===== src/rtl/aimc_lib.sv =====
// Shared interconnect types: packet, read type, channel count, and the FIFO
// entry carried through the ordering-buffer transmitter.
package aimc_lib;

  localparam int CH_NUM = 4;
  localparam int CH_W   = $clog2(CH_NUM);

  typedef enum logic [1:0] {
    RD_NORMAL   = 2'd0,
    RD_PREFETCH = 2'd1,
    RD_STREAM   = 2'd2,
    RD_ATOMIC   = 2'd3
  } rd_t;

  typedef struct packed {
    logic [11:0] row_addr;
    logic [5:0]  col_addr;
  } pkt_t;

  typedef struct packed {
    rd_t  rd_type;
    pkt_t pkt;
  } icnt_tx_entry_t;

  // First requesting channel strictly after 'last', wrapping; 'last' itself is
  // the final candidate so a lone requester is always found.
  function automatic logic [CH_W-1:0] rr_pick(input logic [CH_NUM-1:0] req,
                                              input logic [CH_W-1:0]   last);
    logic [CH_W-1:0] pick;
    logic [CH_W-1:0] idx;
    pick = last;
    for (int k = CH_NUM; k >= 1; k--) begin
      idx = CH_W'((int'(last) + k) % CH_NUM);
      if (req[idx]) pick = idx;
    end
    return pick;
  endfunction

endpackage


===== src/rtl/icnt_tx_ch_fifo.sv =====
// Per-channel synchronous FIFO of {rd_type, pkt} entries; no bypass, so a full
// FIFO refuses a push even in a cycle where it pops.
module icnt_tx_ch_fifo
  import aimc_lib::*;
#(
  parameter int DEPTH = 4
) (
  input  logic           clk,
  input  logic           rst_n,
  input  logic           push,
  input  logic           pop,
  input  icnt_tx_entry_t din,
  output icnt_tx_entry_t dout,
  output logic           empty,
  output logic           full
);

  localparam int PTR_W = $clog2(DEPTH);

  icnt_tx_entry_t   mem [DEPTH];
  logic [PTR_W-1:0] wr_ptr;
  logic [PTR_W-1:0] rd_ptr;
  logic [PTR_W:0]   count;
  logic             do_push;
  logic             do_pop;

  assign do_push = push && !full;
  assign do_pop  = pop && !empty;

  // NOTE: storage has no reset; count decides what is valid, so stale words are never observed.
  always_ff @(posedge clk) begin
    if (do_push) mem[wr_ptr] <= din;
  end

  // NOTE: sequential state uses non-blocking assignments so every flop sees pre-edge values.
  always_ff @(posedge clk or negedge rst_n) begin
    if (!rst_n) begin
      wr_ptr <= '0;
      rd_ptr <= '0;
      count  <= '0;
    end else begin
      if (do_push) wr_ptr <= wr_ptr + 1'b1;
      if (do_pop)  rd_ptr <= rd_ptr + 1'b1;
      case ({do_push, do_pop})
        2'b10:   count <= count + 1'b1;
        2'b01:   count <= count - 1'b1;
        default: count <= count;
      endcase
    end
  end

  assign dout  = mem[rd_ptr];
  assign empty = (count == '0);
  assign full  = (count == (PTR_W + 1)'(DEPTH));

endmodule


===== src/rtl/icnt_orde_tx.sv =====
// Ordering-buffer transmitter: per-channel FIFOs, round-robin arbiter and one
// output register. Define ICNT_TX_BURST_LOCK_EN to let a channel hold the grant.
module icnt_orde_tx
  import aimc_lib::*;
#(
  parameter int CH_FIFO_DEPTH = 4,
  parameter int BURST_LEN     = 4
) (
  input  logic              clk,
  input  logic              rst_n,
  input  logic [CH_NUM-1:0] ch_pkt_valid,
  input  pkt_t              ch_pkt [CH_NUM],
  input  rd_t               ch_pkt_rd_type [CH_NUM],
  output logic [CH_NUM-1:0] ch_pkt_rdy,
  output logic              icnt_orde_pkt_valid,
  output pkt_t              icnt_orde_pkt,
  output rd_t               icnt_orde_pkt_rd_type,
  output logic [CH_W-1:0]   icnt_orde_pkt_ch_addr,
  input  logic              orde_rdy,
  output logic              tx_busy
);

  icnt_tx_entry_t    head [CH_NUM];
  logic [CH_NUM-1:0] empty;
  logic [CH_NUM-1:0] full;
  logic [CH_NUM-1:0] req;
  logic [CH_NUM-1:0] pop;
  logic [CH_W-1:0]   last_grant;
  logic [CH_W-1:0]   grant_idx;
  logic              load;

  for (genvar i = 0; i < CH_NUM; i++) begin : g_ch
    icnt_tx_ch_fifo #(.DEPTH(CH_FIFO_DEPTH)) u_fifo (
      .clk   (clk),
      .rst_n (rst_n),
      .push  (ch_pkt_valid[i] && ch_pkt_rdy[i]),
      .pop   (pop[i]),
      .din   ({ch_pkt_rd_type[i], ch_pkt[i]}),
      .dout  (head[i]),
      .empty (empty[i]),
      .full  (full[i])
    );
    // Held low during reset so upstream never sees a handshake it would lose.
    assign ch_pkt_rdy[i] = rst_n && !full[i];
  end

  assign req  = ~empty;
  assign load = (!icnt_orde_pkt_valid || orde_rdy) && (|req);

`ifdef ICNT_TX_BURST_LOCK_EN
  localparam int BC_W = $clog2(BURST_LEN) + 1;

  logic [BC_W-1:0] burst_cnt;
  logic            hold;

  assign hold      = req[last_grant] && (burst_cnt < BC_W'(BURST_LEN - 1));
  assign grant_idx = hold ? last_grant : rr_pick(req, last_grant);

  always_ff @(posedge clk or negedge rst_n) begin
    if (!rst_n)    burst_cnt <= '0;
    else if (load) burst_cnt <= hold ? burst_cnt + 1'b1 : '0;
  end
`else
  // Burst length only matters when the grant can be held.
  localparam int unused_burst_len = BURST_LEN;

  assign grant_idx = rr_pick(req, last_grant);
`endif

  // NOTE: default assigned first so no path through this block leaves pop unassigned (no latch).
  always_comb begin
    pop = '0;
    if (load) pop[grant_idx] = 1'b1;
  end

  always_ff @(posedge clk or negedge rst_n) begin
    if (!rst_n) begin
      icnt_orde_pkt_valid   <= 1'b0;
      icnt_orde_pkt         <= '0;
      icnt_orde_pkt_rd_type <= RD_NORMAL;
      icnt_orde_pkt_ch_addr <= '0;
      last_grant            <= CH_W'(CH_NUM - 1);
    end else if (load) begin
      icnt_orde_pkt_valid   <= 1'b1;
      icnt_orde_pkt         <= head[grant_idx].pkt;
      icnt_orde_pkt_rd_type <= head[grant_idx].rd_type;
      icnt_orde_pkt_ch_addr <= grant_idx;
      last_grant            <= grant_idx;
    end else if (orde_rdy) begin
      icnt_orde_pkt_valid   <= 1'b0;
    end
  end

  assign tx_busy = (|req) || icnt_orde_pkt_valid;

endmodule


===== config.mk =====
export PLATFORM = sky130hd
export DESIGN_NAME = icnt_orde_tx
export DESIGN_NICKNAME = d
export VERILOG_FILES = /design/src/rtl/aimc_lib.sv /design/src/rtl/icnt_tx_ch_fifo.sv /design/src/rtl/icnt_orde_tx.sv
export SDC_FILE = /design/constraint.sdc
export NUM_CORES = 1
export LEC_CHECK = 0
export ABC_CLOCK_PERIOD_IN_PS = 6000
export CAP_MARGIN = 10
export CORE_MARGIN = 5
export CORE_UTILIZATION = 55
export DETAILED_ROUTE_END_ITERATION = 16
export DONT_BUFFER_PORTS = 1
export PLACE_DENSITY = 0.7
export SYNTH_ARGS = -nofsm -noshare
export SYNTH_HDL_FRONTEND = slang
export SYNTH_SLANG_ARGS = --single-unit
export TNS_END_PERCENT = 1

===== constraint.sdc =====
create_clock -name clk -period 6 [get_ports clk]
set_input_delay 0.6 -clock clk [delete_from_list [all_inputs] [get_ports clk]]
set_output_delay 0.6 -clock clk [all_outputs]
set_load 0.005 [all_outputs]

[Yosys cells after proc, flatten, opt, wreduce, memory -nomap -nowiden]
Memories as Yosys holds them, arrays and structs flattened.
Cells that the tools add are included.
Widths: inputs -> output; s select.
Operators by class
  add/sub/neg operators: 20
  magnitude comparators: 7
  equal/unequal tests: 12
  muxes and demuxes: 32
  bitwise gates (word level): 2
  reductions and logical operators: 39
Operators with widths (number)
  $bmux 20 s2: 1
  $mux 20: 2
  $pmux 3 s2: 4
  $add 2x1->2 const B: 10
  $logic_and 1x1->1: 18
  $lt 2x3->1 const B: 5
  $mux 1: 15
  $add 3x1->3 const B: 4
  $eq 3x3->1 const B: 4
  $logic_not 3->1: 4
  $sub 3x1->3 const B: 4
  $reduce_bool 2->1: 5
  $logic_not 1->1: 9
  $bmux 1 s2: 4
  $eq 2x1->1 const B: 4
  $eq 2x2->1 const B: 4
  $mux 2: 4
  $add 2x2->2 const B: 2
  $mux 4: 1
  $not 4->4: 1
  $reduce_or 4->1: 1
  $ge 3x3->1 const B: 1
  $not 2->3: 1
  $demux 1 s2: 1
  other kinds (2): 3
Storage, ports and cells
  flip-flop bits (word level): 53
  memory bits (writable): 320
  input bits: 87
  output and inout port bits: 28
  logic and storage cells: 134
  memories: 4
Memory list
  g_ch[0].u_fifo.mem: depth 4, bits a word 20, read ports 1, clocked after Yosys merged registers in 0, wr ports 1, RTL line icnt_tx_ch_fifo.sv:20  | icnt_tx_entry_t mem [DEPTH];
  g_ch[1].u_fifo.mem: depth 4, bits a word 20, read ports 1, clocked after Yosys merged registers in 0, wr ports 1, RTL line icnt_tx_ch_fifo.sv:20
  g_ch[2].u_fifo.mem: depth 4, bits a word 20, read ports 1, clocked after Yosys merged registers in 0, wr ports 1, RTL line icnt_tx_ch_fifo.sv:20
  g_ch[3].u_fifo.mem: depth 4, bits a word 20, read ports 1, clocked after Yosys merged registers in 0, wr ports 1, RTL line icnt_tx_ch_fifo.sv:20

[Depth between registers and ports, before layout]
  word-level depth: 16
  depth in mapped cells: 13
  gate-level depth less buffers: 11

[Modules after synthesis]
Synthesis repeated with hierarchy kept, for this count alone.
Second synthesis, totals
  cell total of the unflattened synthesis: 723
  area, all modules: 14919.3 µm²
Modules (own cells, without submodules)
  icnt_tx_ch_fifo at g_ch[1].u_fifo ...: instances 3, cells an instance 141, area each 3331.9 µm²
  icnt_tx_ch_fifo at g_ch[0].u_fifo: instances 1, cells an instance 142, area each 3306.9 µm²
  icnt_orde_tx: instances 1, cells an instance 158, area each 1616.6 µm²

[Worst setup path after synthesis]
No wires, ideal clock.
  path kind: flip-flop to flip-flop
  from: register g_ch[2].u_fifo.count[1]
  to: register g_ch[1].u_fifo.count[2]
  setup time: 79 ps
  data arrival time: 2720 ps
  slack: 3200 ps
  stages on the path, launching flop included: 13
  cell sequence: dfrtp_1 -> or3_1 -> buf_2 -> o41ai_4 -> a21oi_2 -> or3_4 -> nor2_4 -> ha_1 -> inv_1 -> fa_1 -> xor2_1 -> nor2_1 -> xor2_1
On the way
  word-level cells in the longest chain between the ends: 16
Ends and longest elaborated chain
  start: declaration: RTL line icnt_tx_ch_fifo.sv:23  | logic [PTR_W:0] count;
  start signal: assignment: RTL line icnt_tx_ch_fifo.sv:45  | 2'b10: count <= count + 1'b1;
  start signal: assignment: RTL line icnt_tx_ch_fifo.sv:46  | 2'b01: count <= count - 1'b1;
  start signal: assignment: RTL line icnt_tx_ch_fifo.sv:47  | default: count <= count;
  $logic_not 3->1 (*): RTL line icnt_tx_ch_fifo.sv:53  | assign empty = (count == '0);
  $not 4->4 (*): RTL line icnt_orde_tx.sv:47  | assign req = ~empty;
  $bmux 1 s2: RTL line aimc_lib.sv:34  | if (req[idx]) pick = idx;
  $mux 1 (not written as such): RTL line aimc_lib.sv:34
  $mux 2 (4 in a row): RTL line aimc_lib.sv:34
  $lt 2x3->1 (not written as such) or $ge 2x1->1 (tied branches): RTL line icnt_orde_tx.sv:73  | if (load) pop[grant_idx] = 1'b1;
  $logic_and 1x1->1 (not written as such): RTL line icnt_orde_tx.sv:73
  $mux 1 (not written as such): RTL line icnt_orde_tx.sv:73
  $demux 1 s2: RTL line icnt_orde_tx.sv:73
  $mux 4 (*): RTL line icnt_orde_tx.sv:73
  $logic_and 1x1->1 (*): RTL line icnt_tx_ch_fifo.sv:28  | assign do_pop = pop && !empty;
  net g_ch[1].u_fifo.do_pop: RTL line icnt_tx_ch_fifo.sv:25  | logic do_pop;
  $eq 2x1->1 or $eq 2x2->1 (tied branches): RTL line icnt_tx_ch_fifo.sv:44  | case ({do_push, do_pop})
  $pmux 3 s2 or $reduce_bool 2->1 (tied branches)
  end signal: assignment: RTL line icnt_tx_ch_fifo.sv:45
  end signal: assignment: RTL line icnt_tx_ch_fifo.sv:46
  end signal: assignment: RTL line icnt_tx_ch_fifo.sv:47
  end: declaration: RTL line icnt_tx_ch_fifo.sv:23
The timed path passes the listed nets; every way through them passes the cells marked *. The select of a mux whose other input is x is not followed.
A chain may end at the register's enable or synchronous reset.

[Worst setup path after layout]
  from: register g_ch[2].u_fifo.count[2]
  to: register g_ch[1].u_fifo.count[2]
Same word-level chain as after synthesis.

==> results.yml <==
synth:
  ys_warn_count: 0
  synth_top_area_share: 0.652
  yosysTopAreaCell: "edfxtp_1"
  synth-simple-area-share: 0.0241
  synthesis.area_mm2: 0.0147
  synth_compound_area_frac: 0.0303
  synthCells: 720
  synth_area_leaders: "edfxtp_1, mux4_2, dfrtp_1, mux2i_1, ha_1"
  synth.avg_cell_area_um2: 20.5
  synthFlopType: "edfxtp_1"
  synthMuxAreaShare: 0.151
  synth_fa_ha_area_frac: 0.0224
  synthArstFlopShare: 0.142
  seq_area_frac_synth: 0.742
  synth-edff-count: 320
  synth_top_family_by_area: "multiplexers"
  synth_nets: 831
  synthDistinctLibCells: 41
  synth_xor_area_frac: 0.0143
  ys_seq_elements: 373
worst_setup_path:
  crit_family: "simple AND/OR/NAND/NOR gates"
  crit_path_start_kind: "flop"
  critPathArrivalTime_ps: 3850
  cpMostUsedCell: "xor2_1"
  crit_required_ps: 6410
  cp-end-kind: "flop"
  crit_path_max_fanout: 22
  crit_type: "reg2reg"
  crit_chain: "or3_1, nand4b_1, nand2_1, or3_4, nor2_4, ha_1, inv_1, fa_1, xor2_1, nor2_1, xor2_1"
  crit_buf_inv: 1
  slowest_delay_ps: 650
  cpMaxStageDelayCell: "or3_4"
grt:
  antenna_found_initial: 0
  grt_usage: 0.194
  grt_overflow_total: 0
  grt_max_degree: 54
  grt_pass1_wl_um: 44500
  grt_pass1_vias: 7452
die:
  core_area_mm2: 0.0267
  initial_core_util: 0.553
  ios: 115
  die_h_um: 174
  fp-row-count: 60
  die_area_mm2: 0.0302
  die_width_um: 174
routing:
  viasPerCell: 5.97
  firstDrtPassIters: 5
  wire_per_inst_um: 25.6
  drtIter0Drc: 391
  drc: 0
  routed_wl_um: 28400
  vias: 6616
  antenna_left: 0
power_and_ir_drop:
  pwr-share-seq: 0.437
  internal_power_mw: 5.87
  p_leak_nw: 5.66
  p_per_area_mw_per_mm2: 511
  ir_worst_vdd_uv: 393
  swShare: 0.299
  power.switching_mw: 2.50
  comb_power_share: 0.283
  clock_power_share: 0.280
placement:
  port_buffers: 0
  dpl_worst_slack_ps: 2620
  place_congestion: 0.840
  hpwlAfterDp_um: 19600
cells_and_area:
  fin_util: 0.615
  final_nets: 849
  drive_gt1_frac: 0.204
  seqCellArea_mm2: 0.0109
  area_delta_synth_final_pct: 11.3
  num-fill-cells: 1777
  antenna_cells: 0
  multi_input_area_mm2: 0.00357
timing:
  setup_slack_ps: 2560
  finalCritPeriodShare: 0.574
  rsz0062_at_grt: "no"
  hold_violations: 0
  fin_crit_ps: 3440
  max_freq_mhz: 290
  finalSetupViolations: 0
  fin_setup_tns_ps: 0
  fin_hold_ws_ps: 182
  maxSlewViolCount: 0
  relSlewSlack: 0.234
  fin_skew_ps: 8.87
  tightest_slew_ps: 1150
clock_network:
  tritoncts: "yes"
  clockRootBuffer: "clkbuf_16"
  cts_num_sinks: 373
  postCtsSetupBuffers: 0
  clkLatencyLatePin_ps: 510
  cts_buffer_depth: 3
  cts_buffers: 38
  htree_levels: 2
  path_clk_slew_ps: 60
run_status:
  status: "completed"
job:
  max_cap_viol_count: 0
worst_hold_path:
  hold_class: "in2reg"
[repair_timing]
item                                   4_1_cts  5_1_grt
endpoints found under the hold margin       53        0
hold buffers                                 2        0
gates resized for setup                      0        0
[cell usage in the layout, fill, tap and decap left out, drive strengths merged, types with 10 or more instances in the layout]
master / n
nor2: 14
mux2i: 42
edfxtp: 320
o21ai: 27
clkbuf: 60
and3: 17
xnor2: 10
inv: 25
mux4: 80
xor2: 14
ha: 20
a2bb2oi: 22
dfrtp: 51
[state kept, by name (all words and copies together) (netlist names)]
signal and flops:
g_ch.u_fifo.wr_ptr 8, g_ch.u_fifo.rd_ptr 8, icnt_orde_pkt_valid 1, last_grant 2, g_ch.u_fifo.count 12, g_ch.u_fifo.mem 320
icnt_orde_pkt_ch_addr 2, icnt_orde_pkt_rd_type 2, icnt_orde_pkt 18
[per-stage QoR]
stage / total power [mW] / cells / instance area (µm²)
floorplan: 5.42 / 720 / 14700
global placement: 5.99 / 1037 / 15100
detailed placement: 6.12 / 1037 / 15100
CTS: 8.48 / 1109 / 16400
global route: 8.81 / 1109 / 16400
finish: 8.37 / 1109 / 16400
[final timing paths]
kind                            depth (start not counted)                startpoint  slack, ps                  endpoint
worst max-delay path                                   11   g_ch[2].u_fifo.count[2]       2560   g_ch[1].u_fifo.count[2]
worst min-delay path                                    0                ch_pkt[42]        180  g_ch[1].u_fifo.mem[1][6]
worst max register to register                         11   g_ch[2].u_fifo.count[2]       2560   g_ch[1].u_fifo.count[2]
worst min register to register                          1  g_ch[3].u_fifo.rd_ptr[0]        490  g_ch[3].u_fifo.rd_ptr[0]
max in group asynchronous                               2                     rst_n       5060             last_grant[0]
min in group asynchronous                               2                     rst_n        650  g_ch[0].u_fifo.rd_ptr[1]
[layout make-up]
class                      count  share of cell area
clock buffer                  60              0.0724
clock inverter                10             0.00603
inverter                      25             0.00572
multi-input combinational    293               0.218
sequential                   373               0.667
tap                          341              0.0260
timing repair buffer           7             0.00458
[power groups by stage]
stage          sequential (mW)  combinational, mW  clock, mW
3_5_place_dp              3.71               2.41          0
6_report                  3.66               2.37       2.34
5_1_grt                   3.71               2.59       2.51
4_1_cts                   3.66               2.43       2.38
3_3_place_gp              3.67               2.31          0
2_1_floorplan             3.46               1.95          0
[cells in the mapped netlist (4+ instances only)]
cell type,n
buf_1,4
clkbuf_1,15
nand2_1,9
and3_1,17
o21ai_1,20
ha_1,20
buf_2,6
xnor2_1,10
a2bb2oi_1,22
nor2_1,12
and2_1,5
edfxtp_1,320
mux4_2,80
o21ai_0,6
fa_1,4
mux2i_1,42
inv_1,25
dfrtp_1,51
a31oi_1,4
xor2_1,14
[layer usage]
metal  global-route usage  vias to the layer above  part of all wire
met5                    0                        -                 0
met4               0.0472                        0             0.020
met3               0.0748                       45             0.087
met2                0.335                      159              0.52
met1                0.232                     3475              0.37
li1                     -                     2937                 -
[logic make-up after synthesis]
kind of cell | after synthesis
compound gates | 61
xor+xnor | 24
fa+ha+maj | 24
buf+inv | 54
flops | 373
mux | 122
simple gates | 62
Power figures use the tool's default switching activity.
==> variant, RTL diff (config.mk and constraints unchanged) <==
The option `ICNT_TX_BURST_LOCK_EN` is turned on by a define.
--- a/src/rtl/icnt_orde_tx.sv
+++ b/src/rtl/icnt_orde_tx.sv
@@ -2,2 +2,4 @@
 // output register. Define ICNT_TX_BURST_LOCK_EN to let a channel hold the grant.
+`define ICNT_TX_BURST_LOCK_EN
+
 module icnt_orde_tx
Check against the original RTL: not equivalent (Yosys sat finds a counterexample within 4 cycles, from zero or initial values and one cycle with rst_n low).
==> variant against the original RTL <==
Wire length rose by 3.2%; area after synthesis is 0.83% higher; global-route usage grew 0.30 points; sequential cell count grew 3; largest power group unchanged; non-clock buffer count stayed put; critical endpoint is now g_ch[0].u_fifo.count[2]$_DFFE_PN0P_; cell area hardly changed; worst setup slack got worse by 0.33 ns; total power up 1.7%; highest routed layer unchanged.
==> variant: results (changes against the original RTL) <==
Run status
  • Status: finished clean

Power and ir drop
  • Clock share of power: 26.1% (-1.9 points)
  • Combinational cell fraction of total power: 30.6% (+2.3 points)
  • P_leak: 5.66 nW (about the same)
  • Total power: 0.00851 W (+1.7%)
  • Pwr dens: 519 mW/mm2 (+1.7%)
  • Worst vdd ir: 0.000362 V (-7.9%)

Detailed routing
  • Initial detailed-routing violation count: 577 (+48%)
  • DR vias: 6,816 (+3.0%)

Global route
  • Largest net degree at the start of global routing: 57 (+5.6%)
  • First-pass GRT wire length: 45,000 um (+1.1%)
  • Number of global-route vias before repair: 7,340 (-1.5%)
  • GR Util All Layers: 19.7% (+0.30 points)

Setup path
  • FF-to-FF setup slack: 2.22 ns (-0.33 ns)
  • R2R Path Start: last_grant[1]$_DFFE_PN1N_
  • Worst Path Max Fanout: 23 (+4.5%)
  • Crit path DAT: 4.21 ns (+0.36 ns)
  • Reg2Reg Capture Point: g_ch[0].u_fifo.count[2]$_DFFE_PN0P_
  • Max incr delay on CP: 0.60 ns (-0.05 ns)
  • Slowest CP cell: dfstp_2

Layout
  • Clk cell area share: 7.16% (-0.68 points)
  • Share of layout cells above drive strength 1: 18.3% (-2.1 points)
  • Sequential share of cell area: 67.2% (+0.48 points)
  • Multi-input gate area: 0.00361 mm2 (+0.91%)
  • Clock buf count: 55 (-8.3%)
  • Non-Clock Inverter Count: 25 (unchanged)
  • Final #Nets: 867 (+2.1%)
  • #MultiIn Comb: 307 (+4.8%)
  • Non-clock buffer share of cell area: 0.458% (about the same)
  • Area grow syn2layout: 10.3%

Placed design
  • Placed Cells: 1,054 (+1.6%)
  • Dpl hpwl: 19,900 um (+1.3%)
  • Routability cong.: 0.853 (+1.6%)

Timing
  • Slew margin rel.: 21.6% (-1.8 points)
  • Layout Skew: 0.0153 ns (+0.00647 ns)

Synth
  • Mapped Nets: 849 (+2.2%)
  • Main area contributors after synthesis: edfxtp_1 (65%), mux4_2 (12%), dfrtp_1 (9.1%)
  • Post-synth top cells: edfxtp_1 (320), mux4_2 (81), dfrtp_1 (54)
  • Asr flop ratio synth: 14.9% (+0.68 points)
  • Avg Cell Area, Syn: 20.2 um2 (-1.5%)
[variant: changes by cell type in the layout (fill, tap and decap cells not counted), moves of 3 or more]
cell,delta
dfrtp_1,+3
a2bb2oi_1,-22
o21ai_1,-19
nand2_1,+22
clkbuf_1,+4
clkinv_1,+5
clkbuf_8,-9
o221ai_1,+20
[variant: worst min path at each step]
stage / slack [ns] / endpoint / startpoint
after global routing: 0.15 / g_ch[3].u_fifo.mem[0][13]$_DFFE_PP_ / ch_pkt[13]
after detailed placement: 0.31 / g_ch[3].u_fifo.wr_ptr[0]$_DFFE_PN0P_ / rst_n
after global placement: 0.31 / g_ch[3].u_fifo.wr_ptr[1]$_DFFE_PN0P_ / rst_n
final: 0.17 / g_ch[2].u_fifo.mem[0][13]$_DFFE_PP_ / ch_pkt[31]
after CTS: 0.16 / g_ch[0].u_fifo.mem[3][2]$_DFFE_PP_ / ch_pkt[56]
after floorplan: 0.30 / burst_cnt[0]$_DFFE_PN0N_ / rst_n
[variant: layer usage]
metal  wire (um)  track usage [%]  vias to the layer above  part of all wire [%]
met2       15000             32.5                      207                    51
met1       11400             25.6                     3581                    39
met3        2520             7.02                       35                   8.6
met5           0                0                        -                     0
met4         407             4.16                        0                   1.4
li1            -                -                     2993                     -
[variant: cells by family after synthesis]
family | after synthesis | share of synthesized area, %
adder cells (fa/ha/maj) | 25 | 2.31
XOR/XNOR | 27 | 1.72
multiplexers | 124 | 15.2
AND/OR/NAND/NOR | 88 | 2.92
buffers and inverters | 54 | 1.61
AO/OA/AOI/OAI | 43 | 2.14
flip-flops | 376 | 74.1
[variant: stage by stage]
stage	util, %	setup slack [ns]
global placement	56.6	2.53
detailed placement	56.6	2.31
CTS	61.1	2.25
finish	61.1	2.22
floorplan	-	3.11
global route	61.1	1.96
